--- config.mk ---
export PLATFORM = sky130hd
export DESIGN_NAME = canvas_port_arbiter
export DESIGN_NICKNAME = d
export VERILOG_FILES = /design/src/rtl/canvas_port_arbiter.sv
export SDC_FILE = /design/constraint.sdc
export NUM_CORES = 1
export LEC_CHECK = 0
export BUFFER_PORTS_ARGS = -buffer_cell sky130_fd_sc_hd__buf_2
export CAP_MARGIN = 20
export CORE_ASPECT_RATIO = 0.6
export CORE_MARGIN = 10
export CORE_UTILIZATION = 51
export DETAILED_ROUTE_END_ITERATION = 7
export PLACE_DENSITY = 0.84
export SYNTH_ARGS = -nofsm -noshare
export SYNTH_HDL_FRONTEND = slang
export SYNTH_SLANG_ARGS = --single-unit
--- constraint.sdc ---
create_clock -name clk_in -period 2.3 [get_ports clk_in]
set_input_delay 0.115 -clock clk_in [delete_from_list [all_inputs] [get_ports clk_in]]
set_output_delay 0.115 -clock clk_in [all_outputs]
set_load 0.005 [all_outputs]
--- src/rtl/canvas_port_arbiter.sv ---
// Canvas port A arbiter: compare stage has strict priority, clear engine sweeps idle cycles.
// Optional CANVAS_CLEAR_ON_RESET_EN: start a canvas wipe automatically out of reset.
module canvas_port_arbiter #(
    parameter int                ADDR_W      = 17,
    parameter int                DATA_W      = 8,
    parameter int                DEPTH       = 76800,
    parameter logic [DATA_W-1:0] CLEAR_VALUE = {DATA_W{1'b0}}
) (
    input  logic              clk_in,
    input  logic              rst_n_in,
    input  logic              cmp_req_in,
    input  logic              cmp_we_in,
    input  logic [ADDR_W-1:0] cmp_addr_in,
    input  logic [DATA_W-1:0] cmp_din_in,
    input  logic              clear_req_in,
    output logic [ADDR_W-1:0] bram_addr_out,
    output logic              bram_we_out,
    output logic [DATA_W-1:0] bram_din_out,
    output logic              busy_out,
    output logic              clear_done_out,
    output logic [ADDR_W-1:0] clear_ptr_out
);

    typedef enum logic [1:0] {
        ST_IDLE  = 2'd0,
        ST_CLEAR = 2'd1,
        ST_DONE  = 2'd2
    } state_t;

    localparam logic [ADDR_W-1:0] LAST_ADDR = ADDR_W'(DEPTH - 1);
    localparam logic [ADDR_W-1:0] ZERO_ADDR = {ADDR_W{1'b0}};
    localparam logic [DATA_W-1:0] ZERO_DATA = {DATA_W{1'b0}};

`ifdef CANVAS_CLEAR_ON_RESET_EN
    localparam state_t RESET_STATE = ST_CLEAR;
    localparam logic   RESET_BUSY  = 1'b1;
`else
    localparam state_t RESET_STATE = ST_IDLE;
    localparam logic   RESET_BUSY  = 1'b0;
`endif

    state_t            state_r;
    state_t            next_state_s;
    logic [ADDR_W-1:0] clear_ptr_r;
    logic [ADDR_W-1:0] ptr_next_s;
    logic [ADDR_W-1:0] bram_addr_r;
    logic [ADDR_W-1:0] addr_next_s;
    logic              bram_we_r;
    logic              we_next_s;
    logic [DATA_W-1:0] bram_din_r;
    logic [DATA_W-1:0] din_next_s;
    logic              busy_r;
    logic              busy_next_s;
    logic              done_r;
    logic              done_next_s;
    logic              clear_grant_s;

    // Port arbitration and clear-engine next-state logic
    always_comb begin
        next_state_s  = state_r;
        ptr_next_s    = clear_ptr_r;
        addr_next_s   = bram_addr_r;
        we_next_s     = 1'b0;
        din_next_s    = bram_din_r;
        clear_grant_s = 1'b0;

        // A restart request forfeits this cycle's clear slot
        if (cmp_req_in) begin
            addr_next_s = cmp_addr_in;
            we_next_s   = cmp_we_in;
            din_next_s  = cmp_din_in;
        end else if ((state_r == ST_CLEAR) && !clear_req_in) begin
            addr_next_s   = clear_ptr_r;
            we_next_s     = 1'b1;
            din_next_s    = CLEAR_VALUE;
            clear_grant_s = 1'b1;
        end else begin
            we_next_s = 1'b0;
        end

        case (state_r)
            ST_IDLE: begin
                if (clear_req_in) begin
                    next_state_s = ST_CLEAR;
                    ptr_next_s   = ZERO_ADDR;
                end else begin
                    next_state_s = ST_IDLE;
                end
            end
            ST_CLEAR: begin
                if (clear_req_in) begin
                    ptr_next_s = ZERO_ADDR;
                end else if (clear_grant_s) begin
                    if (clear_ptr_r == LAST_ADDR) begin
                        next_state_s = ST_DONE;
                        ptr_next_s   = ZERO_ADDR;
                    end else begin
                        ptr_next_s = clear_ptr_r + ADDR_W'(1);
                    end
                end else begin
                    ptr_next_s = clear_ptr_r;
                end
            end
            ST_DONE: begin
                if (clear_req_in) begin
                    next_state_s = ST_CLEAR;
                    ptr_next_s   = ZERO_ADDR;
                end else begin
                    next_state_s = ST_IDLE;
                end
            end
            default: begin
                next_state_s = ST_IDLE;
                ptr_next_s   = ZERO_ADDR;
            end
        endcase

        busy_next_s = (next_state_s != ST_IDLE);
        done_next_s = (next_state_s == ST_DONE);
    end

    // State, pointer and registered BRAM port outputs
    always_ff @(posedge clk_in or negedge rst_n_in) begin
        if (!rst_n_in) begin
            state_r     <= RESET_STATE;
            clear_ptr_r <= ZERO_ADDR;
            bram_addr_r <= ZERO_ADDR;
            bram_we_r   <= 1'b0;
            bram_din_r  <= ZERO_DATA;
            busy_r      <= RESET_BUSY;
            done_r      <= 1'b0;
        end else begin
            state_r     <= next_state_s;
            clear_ptr_r <= ptr_next_s;
            bram_addr_r <= addr_next_s;
            bram_we_r   <= we_next_s;
            bram_din_r  <= din_next_s;
            busy_r      <= busy_next_s;
            done_r      <= done_next_s;
        end
    end

    assign bram_addr_out  = bram_addr_r;
    assign bram_we_out    = bram_we_r;
    assign bram_din_out   = bram_din_r;
    assign busy_out       = busy_r;
    assign clear_done_out = done_r;
    assign clear_ptr_out  = clear_ptr_r;

endmodule

==> metrics.cfg <==
[outcome]
status = complete, no violations

[clock_tree]
clk_path_buf_depth = 2
cts_made_buffers = 5
insertion_delay_ps = 300
clk_pin_slew_ps = 90
cts_tree = done
ctsHtreeMaxLevel = 2
cts_root_buf = clkbuf_8
clock-sinks = 47

[global_route]
grt_overflow = 0
grt_pass1_vias = 1984
grt.total_usage_pct = 15.6
grt_pass1_wl_mm = 9.98
antenna_found_initial = 0
grt_max_degree = 32

[critical_path]
critPathKind = reg -> reg
startpoint_type = register
worst-path-max-fanout = 12
cp-end-kind = register
r2r_slack_ps = 310
r2r-start = clear_ptr_out[0]$_DFFE_PN0P_
slowest_delay_ps = 440
critPathArrivalTime_ps = 2210
cp.required_ps = 2520
r2r_end = clear_ptr_out[11]$_DFFE_PN0P_
r2r_cells = 6
cp_slowest_cell = dfrtp_1
crit_chain = ha_1, nand3_2, nor3_2, a21oi_4, nand2b_1, o31ai_1

[drt]
wl_per_cell_um = 16.1
ant_nets = 0
vias = 2029
firstDrtPassIters = 4
drtIter0Drc = 103
drc = 0
drt_wl_total_mm = 6.09
viasPerCell = 5.38

[timing]
fin_hold_ws_ps = 15.0
rsz0062_at_grt = false
setup_viol = 0
period_share_pct = 86.6
final.setup.tns_ps = 0
worst_pin_slew_ps = 476
drv_slew = 0
skew_ps = 10.1
period_minus_slack_ps = 1990
maxSlewHeadroom_pct = 68.2
max_freq_mhz = 502
hold_viol = 0

[power_and_ir_drop]
p_int_mw = 1.28
p_leak_nw = 1.44
sw_frac_of_total_pct = 25.2
irDropWorstVdd_mv = 0.326
power.density_nw_per_um2 = 601
p_clk_share_pct = 35.6
pwr-share-comb_pct = 11.8
pwr-share-seq_pct = 52.5
p_sw_mw = 0.431

[synthesis]
ys_async_sr_fraction_pct = 100
synth_edf_count = 0
yosysTopAreaCell = dfrtp_1
synth.top_cell.area_share_pct = 50.1
syn_nets = 274
seq_area_frac_synth_pct = 50.1
ys_types = 42
synthFlopType = dfrtp_1
avgSynthCellArea_um2 = 9.66
yosys_register_bits = 47
postSynthCellCount = 243
yosys_warnings = 0
netlist_area_um2 = 2350
synth_area_leaders = dfrtp_1 50%, o21ai_0 7.2%, nand2_1 6.9%

[placed_design]
dp_cells = 368
port_buffers = 74
gpl.final_weighted_congestion = 0.888
dp_hpwl_mm = 4.58

[floorplan]
pin_count = 75
fp.dieW_um = 108
core_um2 = 4520
num_rows = 19
start_util_pct = 52.0
dieHeight_um = 72.6
die_area_um2 = 7810

[finish]
final_cells = 377
syn2layout_area_growth_pct = 21.3
fin_nets = 344
antenna_cells = 0
drive_gt1_share_pct = 32.8
layout_commonest_cell = buf_2
final_util_pct = 63.0
final_cell_mix = 74 x buf_2, 47 x dfrtp_1, 43 x nand2_1, 34 x o21ai_0, 14 x mux2i_1

[min_path]
hold_depth = 3
hold_path_class = in -> reg
hp-start = cmp_din_in[4]
worstHoldEndpoint = bram_din_out[4]$_DFFE_PN0P_

[run]
drv_cap = 0

## flip-flops by register name (all words and copies together) (netlist names)
signal	count
bram_addr_out	17
clear_ptr_out	17
bram_din_out	8
state_r	2
bram_we_out	1
busy_out	1
clear_done_out	1
## power by group through the flow
stage | clock network [mW] | registers, mW | logic (mW)
finish | 0.610 | 0.899 | 0.203
global route | 0.657 | 0.905 | 0.232
CTS | 0.621 | 0.899 | 0.207
detailed placement | 0 | 0.915 | 0.206
global placement | 0 | 0.913 | 0.202
floorplan | 0 | 0.916 | 0.0945
## area by class of cell
type                       count  area (um^2)
fill                         399         1670
sequential                    47         1180
multi-input combinational    173         1040
timing repair buffer          81          425
tap                           63         78.8
clock buffer                   5         68.8
clock inverter                 3         43.8
inverter                       5         18.8
## synth_stat cells, types with 5 or more instances
master	instances
dfrtp_1	47
nand2_1	43
o21ai_0	34
mux2i_1	14
a21oi_1	10
nand3_1	10
nor2_1	9
buf_2	6
clkbuf_1	6
and3_1	5
inv_1	5
o31ai_1	5
## worst max-delay path: cells and delay by family, from the launching register on
kind	cells	cell delay, ps
AO/OA/AOI/OAI	2	660
adder cells (fa/ha/maj)	1	260
flip-flops	1	440
AND/OR/NAND/NOR	3	540
## layer usage
layer / global-route usage [%] / share of wire (%) / up-vias / wire length (um)
li1: - / - / 990 / -
met1: 21.3 / 47 / 956 / 2840
met2: 23.8 / 45 / 81 / 2710
met3: 5.13 / 8.3 / 2 / 507
met4: 3.10 / 0.41 / 0 / 25
met5: 0 / 0 / - / 0
## timing repair
item	4_1_cts	5_1_grt
hold buffers	1	0
setup endpoints to repair	0	4
resized for setup	0	1
setup buffers	0	0
endpoints found under the hold margin	47	0
## worst max-delay path by stage
stage | from | to
after floorplan | clear_ptr_out[15]$_DFFE_PN0P_ | clear_ptr_out[15]$_DFFE_PN0P_
after global placement | clear_ptr_out[0]$_DFFE_PN0P_ | clear_ptr_out[16]$_DFFE_PN0P_
after detailed placement | clear_ptr_out[0]$_DFFE_PN0P_ | clear_ptr_out[11]$_DFFE_PN0P_
after CTS | clear_ptr_out[0]$_DFFE_PN0P_ | clear_ptr_out[11]$_DFFE_PN0P_
after global routing | clear_ptr_out[0]$_DFFE_PN0P_ | clear_ptr_out[3]$_DFFE_PN0P_
final | clear_ptr_out[0]$_DFFE_PN0P_ | clear_ptr_out[11]$_DFFE_PN0P_
## kinds of logic after synthesis
| group | share of synthesized area, % |
|---|---|
| fa+ha+maj | 0.533 |
| simple gates | 20.7 |
| buf+inv | 6.13 |
| flops | 50.1 |
| compound gates | 16.1 |
| mux | 6.45 |
## stage by stage
step | instance area, um^2 | total power [mW] | setup slack [ps]
global route | 2850 | 1.79 | 172
CTS | 2840 | 1.73 | 131
detailed placement | 2720 | 1.12 | 158
finish | 2850 | 1.71 | 309
global placement | 2720 | 1.12 | 268
floorplan | 2350 | 1.01 | 627
(Power assumes the default switching activity.)
